## src/rtl/hazard_controller.sv

```systemverilog
// -----------------------------------------------------------------------------
// hazard_controller
//
// Pipeline hazard and sequencing controller for the 5-stage MIPS core. It
// handles what the forwarding unit cannot: load-use stalls, ID-stage branch
// operand stalls, taken-branch flushes and the sequencing of the multi-cycle
// multiply/divide (HI/LO) unit.
//
// Ports
//   clk, rst_n              clock (rising edge), asynchronous active-low reset
//   idRs, idRt              source registers of the instruction in ID
//   idBranch, branchTaken   ID instruction is beq/bne, and its compare result
//   idUsesHiLo              ID instruction is mfhi/mflo
//   idMdStart               ID instruction is mult/multu/div/divu
//   exRt, exMemRead         EX load destination (rt) and load flag
//   exRegWrite, exWriteReg  EX register-writing instruction and destination
//   memMemRead, memWriteReg MEM load flag and destination
//   exMdStart, exMdIsDiv    mult/div start strobe in EX, 1 = divide
//   stallF, stallD          hold PC / hold IF/ID
//   flushD, flushE          clear IF/ID (taken branch) / clear ID/EX (bubble)
//   mdBusy, mdDone, mdErr   unit not idle / HI/LO write pulse / sticky error
//
// Handshake: exMdStart is a single-cycle strobe accepted only while the unit
// is IDLE; a strobe seen in any other state is dropped and sets mdErr. The
// result is signalled by mdDone, high for exactly one cycle (state DONE).
// State is held in r_state (md_state_t) for checkers to bind to.
// -----------------------------------------------------------------------------
module hazard_controller #(
  parameter int MULT_CYCLES = 4,
  parameter int DIV_CYCLES  = 16
) (
  input  logic       clk,
  input  logic       rst_n,
  input  logic [4:0] idRs,
  input  logic [4:0] idRt,
  input  logic       idBranch,
  input  logic       branchTaken,
  input  logic       idUsesHiLo,
  input  logic       idMdStart,
  input  logic [4:0] exRt,
  input  logic       exMemRead,
  input  logic       exRegWrite,
  input  logic [4:0] exWriteReg,
  input  logic       memMemRead,
  input  logic [4:0] memWriteReg,
  input  logic       exMdStart,
  input  logic       exMdIsDiv,
  output logic       stallF,
  output logic       stallD,
  output logic       flushD,
  output logic       flushE,
  output logic       mdBusy,
  output logic       mdDone,
  output logic       mdErr
);

  typedef enum logic [1:0] {
    S_IDLE = 2'd0,
    S_BUSY = 2'd1,
    S_DONE = 2'd2
  } md_state_t;

  // Counter is loaded with N-1 so that BUSY lasts exactly N cycles.
  localparam logic [5:0] MULT_LOAD = 6'(MULT_CYCLES - 1);
  localparam logic [5:0] DIV_LOAD  = 6'(DIV_CYCLES - 1);

  md_state_t  r_state;
  md_state_t  w_state_nxt;
  logic [5:0] r_cnt;
  logic [5:0] w_cnt_nxt;
  logic       r_err;
  logic       w_err_nxt;

  logic w_lw_stall;
  logic w_br_stall;
  logic w_md_stall;
  logic w_stall;

  // Register matches; $zero never carries a hazard.
  logic w_exrt_rs, w_exrt_rt, w_exwr_rs, w_exwr_rt, w_memwr_rs, w_memwr_rt;

  assign w_exrt_rs  = (exRt != 5'd0)        && (exRt == idRs);
  assign w_exrt_rt  = (exRt != 5'd0)        && (exRt == idRt);
  assign w_exwr_rs  = (exWriteReg != 5'd0)  && (exWriteReg == idRs);
  assign w_exwr_rt  = (exWriteReg != 5'd0)  && (exWriteReg == idRt);
  assign w_memwr_rs = (memWriteReg != 5'd0) && (memWriteReg == idRs);
  assign w_memwr_rt = (memWriteReg != 5'd0) && (memWriteReg == idRt);

  assign w_lw_stall = exMemRead & (w_exrt_rs | w_exrt_rt);
  assign w_br_stall = idBranch &
                      ((exRegWrite & (w_exwr_rs | w_exwr_rt)) |
                       (memMemRead & (w_memwr_rs | w_memwr_rt)));
  // A start already in EX counts as busy so mfhi/mflo or a second mult/div
  // right behind it is held off before the FSM has even left IDLE.
  assign w_md_stall = (idUsesHiLo | idMdStart) &
                      ((r_state != S_IDLE) | exMdStart);
  assign w_stall    = w_lw_stall | w_br_stall | w_md_stall;

  assign stallF = w_stall;
  assign stallD = w_stall;
  assign flushE = w_stall;
  // A stalled branch must be re-evaluated next cycle, so it never flushes.
  assign flushD = idBranch & branchTaken & ~w_stall;

  // State register
  always_ff @(posedge clk or negedge rst_n) begin
    if (!rst_n) begin
      r_state <= S_IDLE;
      r_cnt   <= 6'd0;
      r_err   <= 1'b0;
    end else begin
      r_state <= w_state_nxt;
      r_cnt   <= w_cnt_nxt;
      r_err   <= w_err_nxt;
    end
  end

  // Next-state logic
  always_comb begin
    w_state_nxt = r_state;
    w_cnt_nxt   = r_cnt;
    // A start outside IDLE is ignored but remembered.
    w_err_nxt   = r_err | (exMdStart & (r_state != S_IDLE));
    case (r_state)
      S_IDLE: begin
        if (exMdStart) begin
          w_state_nxt = S_BUSY;
          w_cnt_nxt   = exMdIsDiv ? DIV_LOAD : MULT_LOAD;
        end
      end
      S_BUSY: begin
        if (r_cnt == 6'd0) begin
          w_state_nxt = S_DONE;
        end else begin
          w_cnt_nxt = r_cnt - 6'd1;
        end
      end
      S_DONE: begin
        w_state_nxt = S_IDLE;
      end
      default: begin
        w_state_nxt = S_IDLE;
      end
    endcase
  end

  // Output logic
  always_comb begin
    mdBusy = 1'b0;
    mdDone = 1'b0;
    case (r_state)
      S_BUSY: mdBusy = 1'b1;
      S_DONE: begin
        mdBusy = 1'b1;
        mdDone = 1'b1;
      end
      default: begin
        mdBusy = 1'b0;
        mdDone = 1'b0;
      end
    endcase
  end

  assign mdErr = r_err;

endmodule

```

## config.mk

```make
export PLATFORM = sky130hd
export DESIGN_NAME = hazard_controller
export DESIGN_NICKNAME = d
export VERILOG_FILES = /design/src/rtl/hazard_controller.sv
export SDC_FILE = /design/constraint.sdc
export NUM_CORES = 1
export LEC_CHECK = 0
export BUFFER_PORTS_ARGS = -buffer_cell sky130_fd_sc_hd__buf_2
export CORE_MARGIN = 2
export CORE_UTILIZATION = 47
export DETAILED_ROUTE_END_ITERATION = 12
export GPL_TIMING_DRIVEN = 0
export PLACE_DENSITY = 0.79
export SYNTH_ARGS = -nofsm -noshare
export SYNTH_HDL_FRONTEND = slang
export SYNTH_SLANG_ARGS = --single-unit
```

## constraint.sdc

```tcl
create_clock -name clk -period 1.8 [get_ports clk]
set_input_delay 0.09 -clock clk [delete_from_list [all_inputs] [get_ports clk]]
set_output_delay 0.09 -clock clk [all_outputs]
set_load 0.02 [all_outputs]
```

==> impl_metrics.yaml <==
grt:
  grt_util_met1_pct: 27.9
  grt_pass1_wl_mm: 4.42
  antenna_found_initial: 0
  grt_use_met3_pct: 5.15
  grt_pass1_vias: 1046
  grt_remaining_overflow: 0
  grt_usage_pct: 23.2
  busiest_layer: "met2"
  grt_max_degree: 11
  grt_use_met2_pct: 41.9
synthesis:
  yosysWarnings: 0
  ys_seq_area_share_pct: 23.2
  synth.avg_cell_area_um2: 8.09
  muxShareOfSynthArea_pct: 2.06
  synth_seq_cells: 9
  synth_adder_area_share_pct: 6.44
  synth_top_family_by_area: "XOR/XNOR gates"
  synthCells: 120
  yosys.area_share.simple_pct: 20.6
  synth-xor-area-share_pct: 27.1
  synth_compound_area_share_pct: 16.0
  syn_area_um2: 971
  synth_cell_types: 29
  syn_nets: 161
finish:
  final_nets: 217
  syn_to_final_growth_pct: 41.4
  finalInstanceArea_um2: 1370
  diodes: 0
  drive_gt1_share_pct: 36.6
  fin_cells: 202
detailed_routing:
  routed_wl_mm: 2.71
  wl_per_cell_um: 13.4
  dr.pass1.iters: 4
  drc: 0
  via_count: 1087
  first_iter_violations: 21
  via_per_inst: 5.38
  ant_nets: 0
power_and_ir_drop:
  irDropWorstVdd_mv: 0.780
  combPwrFrac_pct: 65.3
  p_int_mw: 0.777
  netSwitchingPower_mw: 0.638
  p_per_area_nw_per_um2: 1030
  clkPwrFrac_pct: 11.1
  total_power_mw: 1.42
  power_frac_seq_pct: 23.7
  swShare_pct: 45.1
  p_leak_nw: 0.656
sta:
  fin_crit_ns: 1.80
  rsz0062_at_grt: "yes"
  max_freq_ghz: 0.557
  maxSlewViolCount: 0
  whs_ns: 0.146
  skew_ns: 0.0106
  setup_violations: 0
  max_slew_margin_pct: 70.6
  hold_viol_final: 0
  finalCritPeriodShare_pct: 99.8
  worstMarginPinSlew_ns: 0.441
floorplanning:
  core_um2: 1960
  fp.dieW_um: 49.5
  die_h_um: 49.5
  ioPinCount: 43
  row_count: 16
  fp.dieArea_um2: 2450
  floorplan.initialDensity_pct: 49.5
job:
  drv_cap: 0
setup_path:
  r2r_end: "r_cnt[3]"
  cp_max_fo: 3
  start_kind: "primary input"
  r2r_slack_ns: 0.10
  crit-reg2reg-launch: "r_state[1]"
  end_kind: "output port"
  critPathArrivalTime_ns: 1.71
  crit_type: "in2out"
  reg2regPathDepth: 7
  crit_path_start: "memWriteReg[1]"
  cp.required_ns: 1.71
placement:
  dp.cells: 189
  postPlaceCellArea_um2: 1220
  gp_congestion: 0.888
  dpl.hpwl_mm: 2.11
  port_buffers: 42
clock_tree:
  cts_sinks: 9
  cts_buffer_depth: 2
  numCtsBuffers: 3
  cts_tree: "done"
  clk_pin_slew_ns: 0.05
  cts.root.buffer_cell: "clkbuf_4"
  htree_levels: 1
  clock_latency_ns: 0.26
min_path:
  hold_path_depth: 2
  holdPathEnd: "mdErr"
  min_from: "exMdStart"
  hold_class: "in2reg"
run_status:
  status: "finished clean"
[worst max-delay path by stage]
stage / to / slack, ns / cells past startpoint
after floorplan: stallD / 0.02 / 7
after global placement: stallD / -0.13 / 8
after detailed placement: stallD / -0.21 / 8
after CTS: stallD / -0.04 / 8
after global routing: stallF / -0.08 / 8
final: stallD / 0.004 / 7
[state kept, by name (all words and copies together), names as in the netlist]
register,cells
r_cnt,6
r_state,2
mdErr,1
[power groups by stage]
stage / sequential [mW] / clock [mW] / combinational [mW]
after floorplan: 0.318 / 0 / 0.517
after CTS: 0.329 / 0.161 / 0.886
after global placement: 0.328 / 0 / 0.680
after detailed placement: 0.333 / 0 / 0.713
final: 0.335 / 0.157 / 0.924
after global routing: 0.340 / 0.174 / 1.00
[metrics by stage]
stage / setup TNS [ns] / setup WS, ns / utilization (%)
2_1_floorplan: 0 / 0.0189 / -
5_1_grt: -0.163 / -0.0752 / 70.0
6_report: 0 / 0.00374 / 70.0
3_5_place_dp: -0.514 / -0.210 / 62.2
3_3_place_gp: -0.264 / -0.125 / 62.2
4_1_cts: -0.0832 / -0.0420 / 68.6
[logic make-up after synthesis]
group	count (synthesis)
xor+xnor	30
compound gates	24
fa+ha+maj	5
buf+inv	10
mux	2
flops	9
simple gates	40
[layout make-up]
class                   count  area (µm²)
inverters                   7        28.8
plain buffers               3        26.3
well taps                  27        33.8
repair buffers             51         293
clock buffers               4        26.3
multi-input cells         101         739
flip-flops and latches      9         225
fillers                   177         589
[Yosys cell counts]
master    instances  share of area (%)
o221ai_1          1               0.90
a21boi_0          1               0.77
nand2b_1          1               0.64
nor2_1           10                3.9
nand2_1           5                1.9
nand3b_1          1               0.77
nand4_1           2                1.3
o22ai_1           2                1.3
o21ai_0           7                3.6
o211ai_1          2                1.5
dfrtp_1           9                 23
mux2i_1           2                2.1
or4_1             3                2.3
nand3_1           7                3.6
o22a_1            1               0.90
a21o_1            1               0.77
buf_4             2                1.5
a22oi_1           4                3.1
a221o_1           1                1.0
nor3b_1           1               0.77
ha_1              5                6.4
clkbuf_1          1               0.39
xnor2_1           4                3.6
inv_1             7                2.7
xor2_1           26                 23
nor4_1            1               0.64
nor3_1            8                4.1
a21oi_1           4                2.1
or3_1             1               0.64
[metal layers]
| metal | share of wire, % | vias up |
|---|---|---|
| met5 | 0 | - |
| met4 | 0.74 | 0 |
| met3 | 4.4 | 4 |
| met2 | 52 | 31 |
| met1 | 43 | 515 |
| li1 | - | 537 |
[what timing repair did]
item / 4_1_cts / 5_1_grt
buffers inserted: 5 / 3
endpoints found under the hold margin: 9 / 0
pin swaps: 4 / 3
endpoints found under the setup margin: 4 / 7
hold buffers: 1 / 0
resized for setup: 16 / 1
[worst max-delay path: stages]
cell and delay (ns):
buf_2 0.12, or4_1 0.52, o211ai_1 0.18, o22ai_1 0.13, or3_4 0.42, buf_6 0.13
buf_6 0.12
[cells in the final DEF (no fill, tap or decap), types with 3 or more instances in the layout]
cell type | synthesis | final
a21oi_1 | 4 | 4
a22oi_1 | 4 | 4
buf_2 | 0 | 40
buf_4 | 2 | 8
buf_6 | 0 | 4
clkbuf_4 | 0 | 3
dfrtp_1 | 9 | 9
ha_1 | 5 | 4
inv_1 | 7 | 4
nand2_1 | 5 | 5
nand3_1 | 7 | 7
nor2_1 | 10 | 8
nor3_1 | 8 | 8
o21ai_0 | 7 | 7
or4_1 | 3 | 3
xnor2_1 | 4 | 4
xor2_1 | 26 | 26
No activity file was read; power rests on OpenSTA's default activity.
